==> src/rtl/load_store_unit_if.sv <==
// load_store_unit_if
// Groups the request handshake, the memory bus and the response handshake
// of the load/store unit into one bundle.
//   req_*  : request from the MEM stage (valid/ready handshake)
//   mem_*  : single-cycle memory port (strobes out, read data and fault back)
//   resp_* : in-order response to writeback (valid/ready handshake)
// Modports:
//   slave  : the load/store unit itself
//   master : whoever drives requests, models memory and consumes responses
interface load_store_unit_if #(
    parameter int ADDR_WIDTH = 32
);
    logic                  req_valid;
    logic                  req_ready;
    logic                  req_write;
    logic [2:0]            req_funct3;
    logic [31:0]           req_base;
    logic [31:0]           req_offset;
    logic [31:0]           req_store_data;
    logic [4:0]            req_rd;

    logic [ADDR_WIDTH-1:0] mem_address;
    logic [31:0]           mem_data_in;
    logic                  mem_write;
    logic                  mem_read;
    logic [2:0]            mem_funct3;
    logic [31:0]           mem_data_out;
    logic                  mem_data_access_fault_exception;

    logic                  resp_valid;
    logic                  resp_ready;
    logic [31:0]           resp_data;
    logic [4:0]            resp_rd;
    logic                  resp_is_load;
    logic                  resp_fault;
    logic                  resp_illegal;
    logic [31:0]           resp_fault_addr;

    modport slave (
        input  req_valid, req_write, req_funct3, req_base, req_offset,
               req_store_data, req_rd,
        output req_ready,
        output mem_address, mem_data_in, mem_write, mem_read, mem_funct3,
        input  mem_data_out, mem_data_access_fault_exception,
        output resp_valid, resp_data, resp_rd, resp_is_load, resp_fault,
               resp_illegal, resp_fault_addr,
        input  resp_ready
    );

    modport master (
        output req_valid, req_write, req_funct3, req_base, req_offset,
               req_store_data, req_rd,
        input  req_ready,
        input  mem_address, mem_data_in, mem_write, mem_read, mem_funct3,
        output mem_data_out, mem_data_access_fault_exception,
        input  resp_valid, resp_data, resp_rd, resp_is_load, resp_fault,
               resp_illegal, resp_fault_addr,
        output resp_ready
    );
endinterface

==> src/rtl/load_store_unit.sv <==
// load_store_unit
// RV32I load/store unit. Each accepted request is issued to memory in its
// accept cycle, tracked for one cycle in an in-flight register, then turned
// into a response (load extension, fault, illegal funct3) and queued in a
// 2-entry in-order FIFO that drives the response handshake.
// Ports:
//   clk   : clock, all state on posedge
//   rst_n : synchronous active-low reset
//   flush : drop every response not yet delivered
//   bus   : load_store_unit_if.slave (req_*, mem_*, resp_*)
module load_store_unit #(
    parameter int ADDR_WIDTH = 32,
    parameter int RESP_DEPTH = 2
) (
    input  logic                clk,
    input  logic                rst_n,
    input  logic                flush,
    load_store_unit_if.slave    bus
);

    typedef struct packed {
        logic [31:0] data;
        logic [4:0]  rd;
        logic        is_load;
        logic        fault;
        logic        illegal;
        logic [31:0] addr;
    } resp_t;

    logic [31:0] eff_addr;
    logic        legal;
    logic        accept;
    logic        issue;
    logic        pop;
    logic        push;
    logic        q_valid;
    logic [2:0]  occ_after;

    logic        f;
    logic [4:0]  f_rd;
    logic [2:0]  f_funct3;
    logic        f_is_load;
    logic        f_illegal;
    logic [31:0] f_addr;

    logic [1:0]  count;
    resp_t       ent0;
    resp_t       ent1;
    resp_t       new_resp;

    assign eff_addr = bus.req_base + bus.req_offset;

    always_comb begin
        legal = 1'b0;
        if (bus.req_write)
            legal = bus.req_funct3 inside {3'b000, 3'b001, 3'b010};
        else
            legal = bus.req_funct3 inside {3'b000, 3'b001, 3'b010, 3'b100, 3'b101};
    end

    assign q_valid = (count != 2'd0);
    assign pop     = q_valid && bus.resp_ready;

    // Counting the in-flight request against the queue guarantees its slot
    // exists when the response lands next cycle.
    assign occ_after = {1'b0, count} + {2'b00, f} - {2'b00, pop};
    assign bus.req_ready = rst_n && !flush && (occ_after < 3'(RESP_DEPTH));

    assign accept = bus.req_valid && bus.req_ready;
    assign issue  = accept && legal;

    assign bus.mem_read    = issue && !bus.req_write;
    assign bus.mem_write   = issue && bus.req_write;
    assign bus.mem_address = issue ? eff_addr[ADDR_WIDTH-1:0] : '0;
    assign bus.mem_data_in = issue ? bus.req_store_data : 32'h0;
    assign bus.mem_funct3  = issue ? bus.req_funct3 : 3'b000;

    // Illegal requests never strobed memory, so any fault input is ignored.
    always_comb begin
        new_resp         = '0;
        new_resp.rd      = f_rd;
        new_resp.is_load = f_is_load;
        new_resp.illegal = f_illegal;
        new_resp.addr    = f_addr;
        new_resp.fault   = !f_illegal && bus.mem_data_access_fault_exception;
        if (f_is_load && !f_illegal && !new_resp.fault) begin
            case (f_funct3)
                3'b000:  new_resp.data = {{24{bus.mem_data_out[7]}}, bus.mem_data_out[7:0]};
                3'b001:  new_resp.data = {{16{bus.mem_data_out[15]}}, bus.mem_data_out[15:0]};
                default: new_resp.data = bus.mem_data_out;
            endcase
        end
    end

    assign push = f && !flush;

    always_ff @(posedge clk) begin
        if (!rst_n) begin
            f         <= 1'b0;
            f_rd      <= '0;
            f_funct3  <= '0;
            f_is_load <= 1'b0;
            f_illegal <= 1'b0;
            f_addr    <= '0;
            count     <= '0;
            ent0      <= '0;
            ent1      <= '0;
        end else begin
            f <= accept;
            if (accept) begin
                f_rd      <= bus.req_rd;
                f_funct3  <= bus.req_funct3;
                f_is_load <= !bus.req_write;
                f_illegal <= !legal;
                f_addr    <= eff_addr;
            end
            if (flush) begin
                count <= '0;
            end else begin
                case ({push, pop})
                    2'b10: begin
                        if (count == 2'd0) ent0 <= new_resp;
                        else               ent1 <= new_resp;
                        count <= count + 2'd1;
                    end
                    2'b01: begin
                        ent0  <= ent1;
                        count <= count - 2'd1;
                    end
                    2'b11: begin
                        // New entry queues behind the one being popped.
                        if (count == 2'd1) begin
                            ent0 <= new_resp;
                        end else begin
                            ent0 <= ent1;
                            ent1 <= new_resp;
                        end
                    end
                    default: ;
                endcase
            end
        end
    end

    // Outputs read as zero whenever the queue is empty, including after reset.
    assign bus.resp_valid      = q_valid;
    assign bus.resp_data       = q_valid ? ent0.data    : 32'h0;
    assign bus.resp_rd         = q_valid ? ent0.rd      : 5'd0;
    assign bus.resp_is_load    = q_valid && ent0.is_load;
    assign bus.resp_fault      = q_valid && ent0.fault;
    assign bus.resp_illegal    = q_valid && ent0.illegal;
    assign bus.resp_fault_addr = q_valid ? ent0.addr    : 32'h0;

endmodule

==> src/flat_wrapper.sv <==
// flat-port wrapper written by rule: the top's interface ports become plain ports
module load_store_unit_flat 
#(
    parameter int ADDR_WIDTH = 32,
    parameter int RESP_DEPTH = 2
)
  (clk, rst_n, flush, bus_req_valid, bus_req_write, bus_req_funct3, bus_req_base, bus_req_offset, bus_req_store_data, bus_req_rd, bus_req_ready, bus_mem_address, bus_mem_data_in, bus_mem_write, bus_mem_read, bus_mem_funct3, bus_mem_data_out, bus_mem_data_access_fault_exception, bus_resp_valid, bus_resp_data, bus_resp_rd, bus_resp_is_load, bus_resp_fault, bus_resp_illegal, bus_resp_fault_addr, bus_resp_ready);
  load_store_unit_if #(.ADDR_WIDTH(ADDR_WIDTH)) bus_i ();
  input  logic clk;
  input  logic rst_n;
  input  logic flush;
  input wire logic [$bits(bus_i.req_valid)-1:0] bus_req_valid;
  input wire logic [$bits(bus_i.req_write)-1:0] bus_req_write;
  input wire logic [$bits(bus_i.req_funct3)-1:0] bus_req_funct3;
  input wire logic [$bits(bus_i.req_base)-1:0] bus_req_base;
  input wire logic [$bits(bus_i.req_offset)-1:0] bus_req_offset;
  input wire logic [$bits(bus_i.req_store_data)-1:0] bus_req_store_data;
  input wire logic [$bits(bus_i.req_rd)-1:0] bus_req_rd;
  output wire logic [$bits(bus_i.req_ready)-1:0] bus_req_ready;
  output wire logic [$bits(bus_i.mem_address)-1:0] bus_mem_address;
  output wire logic [$bits(bus_i.mem_data_in)-1:0] bus_mem_data_in;
  output wire logic [$bits(bus_i.mem_write)-1:0] bus_mem_write;
  output wire logic [$bits(bus_i.mem_read)-1:0] bus_mem_read;
  output wire logic [$bits(bus_i.mem_funct3)-1:0] bus_mem_funct3;
  input wire logic [$bits(bus_i.mem_data_out)-1:0] bus_mem_data_out;
  input wire logic [$bits(bus_i.mem_data_access_fault_exception)-1:0] bus_mem_data_access_fault_exception;
  output wire logic [$bits(bus_i.resp_valid)-1:0] bus_resp_valid;
  output wire logic [$bits(bus_i.resp_data)-1:0] bus_resp_data;
  output wire logic [$bits(bus_i.resp_rd)-1:0] bus_resp_rd;
  output wire logic [$bits(bus_i.resp_is_load)-1:0] bus_resp_is_load;
  output wire logic [$bits(bus_i.resp_fault)-1:0] bus_resp_fault;
  output wire logic [$bits(bus_i.resp_illegal)-1:0] bus_resp_illegal;
  output wire logic [$bits(bus_i.resp_fault_addr)-1:0] bus_resp_fault_addr;
  input wire logic [$bits(bus_i.resp_ready)-1:0] bus_resp_ready;
  assign bus_i.req_valid = bus_req_valid;
  assign bus_i.req_write = bus_req_write;
  assign bus_i.req_funct3 = bus_req_funct3;
  assign bus_i.req_base = bus_req_base;
  assign bus_i.req_offset = bus_req_offset;
  assign bus_i.req_store_data = bus_req_store_data;
  assign bus_i.req_rd = bus_req_rd;
  assign bus_req_ready = bus_i.req_ready;
  assign bus_mem_address = bus_i.mem_address;
  assign bus_mem_data_in = bus_i.mem_data_in;
  assign bus_mem_write = bus_i.mem_write;
  assign bus_mem_read = bus_i.mem_read;
  assign bus_mem_funct3 = bus_i.mem_funct3;
  assign bus_i.mem_data_out = bus_mem_data_out;
  assign bus_i.mem_data_access_fault_exception = bus_mem_data_access_fault_exception;
  assign bus_resp_valid = bus_i.resp_valid;
  assign bus_resp_data = bus_i.resp_data;
  assign bus_resp_rd = bus_i.resp_rd;
  assign bus_resp_is_load = bus_i.resp_is_load;
  assign bus_resp_fault = bus_i.resp_fault;
  assign bus_resp_illegal = bus_i.resp_illegal;
  assign bus_resp_fault_addr = bus_i.resp_fault_addr;
  assign bus_i.resp_ready = bus_resp_ready;
  load_store_unit #(.ADDR_WIDTH(ADDR_WIDTH), .RESP_DEPTH(RESP_DEPTH)) u_core (.clk(clk), .rst_n(rst_n), .flush(flush), .bus(bus_i));
endmodule
==> config.mk <==
export PLATFORM = sky130hd
export DESIGN_NAME = load_store_unit_flat
export DESIGN_NICKNAME = d
export VERILOG_FILES = /design/src/rtl/load_store_unit_if.sv /design/src/rtl/load_store_unit.sv /design/src/flat_wrapper.sv
export SDC_FILE = /design/constraint.sdc
export NUM_CORES = 1
export LEC_CHECK = 0
export ABC_CLOCK_PERIOD_IN_PS = 3520
export CAP_MARGIN = 25
export CORE_MARGIN = 4
export CORE_UTILIZATION = 45
export CTS_BUF_LIST = sky130_fd_sc_hd__clkbuf_8
export DETAILED_ROUTE_END_ITERATION = 10
export HOLD_SLACK_MARGIN = 0.05
export PLACE_DENSITY = 0.91
export SYNTH_ARGS = -nofsm -noshare
export SYNTH_HDL_FRONTEND = slang
export SYNTH_SLANG_ARGS = --single-unit
==> constraint.sdc <==
create_clock -name clk -period 3.52 [get_ports clk]
set_input_delay 0.704 -clock clk [delete_from_list [all_inputs] [get_ports clk]]
set_output_delay 0.704 -clock clk [all_outputs]
set_load 0.01 [all_outputs]
==> flow_summary.ini <==
[worst_setup_path]
cp-start-kind = primary input
cp.required_ns = 2.82
critPathMaxFanout = 4
critPathKind = primary input to primary output
crit_arrival_ns = 3.31
crit_path_end_kind = primary output

[clock_network]
hold_buffers = 0
clk-insertion-delay-late_ns = 0.46
cts-root-buf = clkbuf_8
clock-sinks = 189
clk_pin_slew_ns = 0.08
clk_path_buf_depth = 2
cts_buffers = 17
htreeDepth = 4
cts_tree = yes

[place]
gp_congestion = 0.938
place_hpwl_um = 23900
dp.cells = 1933
io_buffer_count = 285
placed_area_mm2 = 0.0143

[floorplan]
core_area_mm2 = 0.0218
num_rows = 54
start_util_pct = 45.6
ios = 286
die_h_um = 157
die_w_um = 157
fp.dieArea_mm2 = 0.0246

[global_route]
antenna_found_initial = 0
overflow = 0
grt_max_degree = 112
grt_pass1_wl_um = 58200
first_global_vias = 11400
grt_util_all_layers_pct = 29.1

[run_status]
status = complete, but fails checks
violations = negative setup slack

[timing]
fin_setup_tns_ns = -24.44
fin_crit_ns = 4.01
finalCritPeriodShare_pct = 114
slew_viol_final = 0
worstMarginPinSlew_ns = 0.776
max_freq_ghz = 0.249
worst_clock_skew_ns = 0.0143
hold_viol_final = 0
slew_headroom_pct = 48.2
rsz0062_at_grt = yes
setup_viol = 69
worst_slack_ns = -0.494

[drt]
postRouteAntennaNets = 0
first_pass_iters = 6
drt_wl_total_um = 40500
vias_per_cell = 5.90
wire_per_inst_um = 20.1
initialDrtViolationCount = 1145
drc = 0
vias = 11900

[power]
p_sw_mw = 1.57
p_sw_share_pct = 29.9
internal_power_mw = 3.69
peakVddDrop_mv = 0.207
p_leak_nw = 6.15
power_frac_comb_pct = 28.6
total_power_mw = 5.26
seqPwrFrac_pct = 43.1
pwr-share-clk_pct = 28.3
powerDensity_mw_per_mm2 = 329

[synthesis]
synth.distinct_cells = 65
ys_ff_latch = 189
ys_seq_area_share_pct = 38.0
netlist.top_cell.by_area = dfxtp_1
synth_area_mm2 = 0.00996
avgSynthCellArea_um2 = 7.68
synthArstFlopShare_pct = 0
synth_area_leaders = dfxtp_1 (38%), nand2_1 (7.5%), a21oi_1 (6.7%)
syn_nets = 1479
synth-main-ff-cell = dfxtp_1
ys_warn_count = 0
synth-edff-count = 0
syn_inst = 1297
synthDominantCellAreaShare_pct = 38.0

[finish]
antenna_cells = 0
final_core_util_pct = 73.2
postLayoutCellArea_mm2 = 0.0160
post_route_cells_drive_above_1_share_pct = 26.7
num-nets-final = 1907
fillers = 1452
syn2layout_area_growth_pct = 60.4
final_cells = 2017

[min_path]
min_path_type = flip-flop to flip-flop

[job]
drv_cap = 0
-- cell usage after synthesis, types with 2 or more instances --
cell         n
and3_1       5
fa_1         2
nor3_1      70
a221oi_1    56
a21boi_0     3
inv_1       15
o21bai_1     4
xor2_1      13
clkbuf_1    81
o31ai_1      6
a21oi_2      3
o21a_1      12
nand2_2      2
a21oi_1    133
xnor2_1     12
buf_2        5
a211oi_2     3
a211oi_1     6
nand4_1      4
inv_2        2
ha_1        37
o211a_1      2
nor4_1       2
nor2_1     139
nor2b_1     74
and2_1      39
buf_1        6
a221o_1      2
dfxtp_1    189
o21ai_0     61
nand2b_1     3
nor3b_1      4
o21ai_1      2
o211ai_1     5
nand3_1     22
nand2_1    200
or3_1        3
a21o_1      22
a311oi_1    17
a31oi_1      5
o2111ai_1    2
-- final timing paths --
kind                 startpoint                  end  slack (ns)  cells after the start
max reg2reg     u_core.count[1]      u_core.ent1[56]        0.14                     22
max          bus_req_offset[13]  bus_mem_address[30]       -0.49                     11
min reg2reg      u_core.ent1[1]       u_core.ent1[1]        0.46                      2
min              u_core.ent1[1]       u_core.ent1[1]        0.46                      2
-- cell families after synthesis --
| group | after synthesis | share of synthesized area, % |
|---|---|---|
| mux | 1 | 0.100 |
| buf+inv | 110 | 4.25 |
| fa+ha+maj | 39 | 5.05 |
| compound gates | 355 | 23.4 |
| flops | 189 | 38.0 |
| xor+xnor | 25 | 2.20 |
| simple gates | 578 | 27.0 |
-- stage by stage --
step	hold WS (ns)	setup WS (ns)
floorplan	0.432	0.0175
global placement	0.438	-0.902
detailed placement	0.446	-0.945
CTS	0.459	-0.454
global route	0.479	-0.592
finish	0.458	-0.494
-- cell usage in the layout (no fill, tap or decap), types with 11 or more instances in the layout --
cell / n
a21o_1: 21
a21oi_1: 125
a221oi_1: 55
a311oi_1: 17
and2_4: 36
buf_12: 11
buf_2: 11
buf_4: 189
buf_6: 64
clkbuf_8: 18
clkdlybuf4s50_1: 201
dfxtp_1: 187
ha_1: 23
ha_4: 12
inv_1: 12
nand2_1: 198
nand3_1: 21
nor2_1: 114
nor2_4: 22
nor2b_1: 74
nor3_1: 62
o21a_1: 12
o21ai_0: 57
xnor2_1: 11
xor2_1: 11
-- per-layer routing --
layer  share of wire, %  wire [µm]  up-vias  global-route usage [%]
li1                   -          -     5403                       -
met1                 37      14800     5475                    34.9
met2                 49      19900      845                    49.9
met3                9.1       3680      183                    5.39
met4                5.2       2120        0                    14.9
met5                  0          0        -                       0
-- worst max-delay path: stages --
cell and delay, ns:
clkdlybuf4s50_1 0.55, ha_4 0.23, and2_1 0.22, a221oi_4 0.40
nor4_2 0.08, o31ai_2 0.24, buf_4 0.19, a31oi_4 0.11
o21a_1 0.25, nor3_4 0.17, buf_2 0.16
-- state kept, by name, summed over array words and instances, names as in the netlist, 2 cells and up --
| register | count |
|---|---|
| u_core.f_rd | 5 |
| u_core.count | 2 |
| u_core.ent0 | 72 |
| u_core.ent1 | 72 |
| u_core.f_addr | 32 |
| u_core.f_funct3 | 3 |
-- final cells by class --
| type | count | area (µm²) | area share (%) |
|---|---|---|---|
| inverter | 17 | 68.8 | 0.431 |
| multi-input combinational | 998 | 6520 | 40.8 |
| clock buffer | 18 | 248 | 1.55 |
| sequential | 189 | 3790 | 23.7 |
| clock inverter | 13 | 165 | 1.03 |
| tap | 280 | 350 | 2.19 |
| timing repair buffer | 502 | 4840 | 30.3 |
-- power by group through the flow --
stage / Sequential (mW) / Combinational (mW) / Clock, mW
2_1_floorplan: 2.30 / 0.585 / 0
3_3_place_gp: 2.31 / 1.19 / 0
3_5_place_dp: 2.31 / 1.23 / 0
4_1_cts: 2.26 / 1.33 / 1.51
5_1_grt: 2.28 / 1.58 / 1.59
6_report: 2.27 / 1.50 / 1.49
-- repair_timing --
action,in CTS,in global routing
buffers inserted,39,15
pin swaps,65,40
endpoints found under the setup margin,70,213
endpoints found under the hold margin,0,0
gates cloned,6,5
resized for setup,383,105
Power figures use the tool's default switching activity.
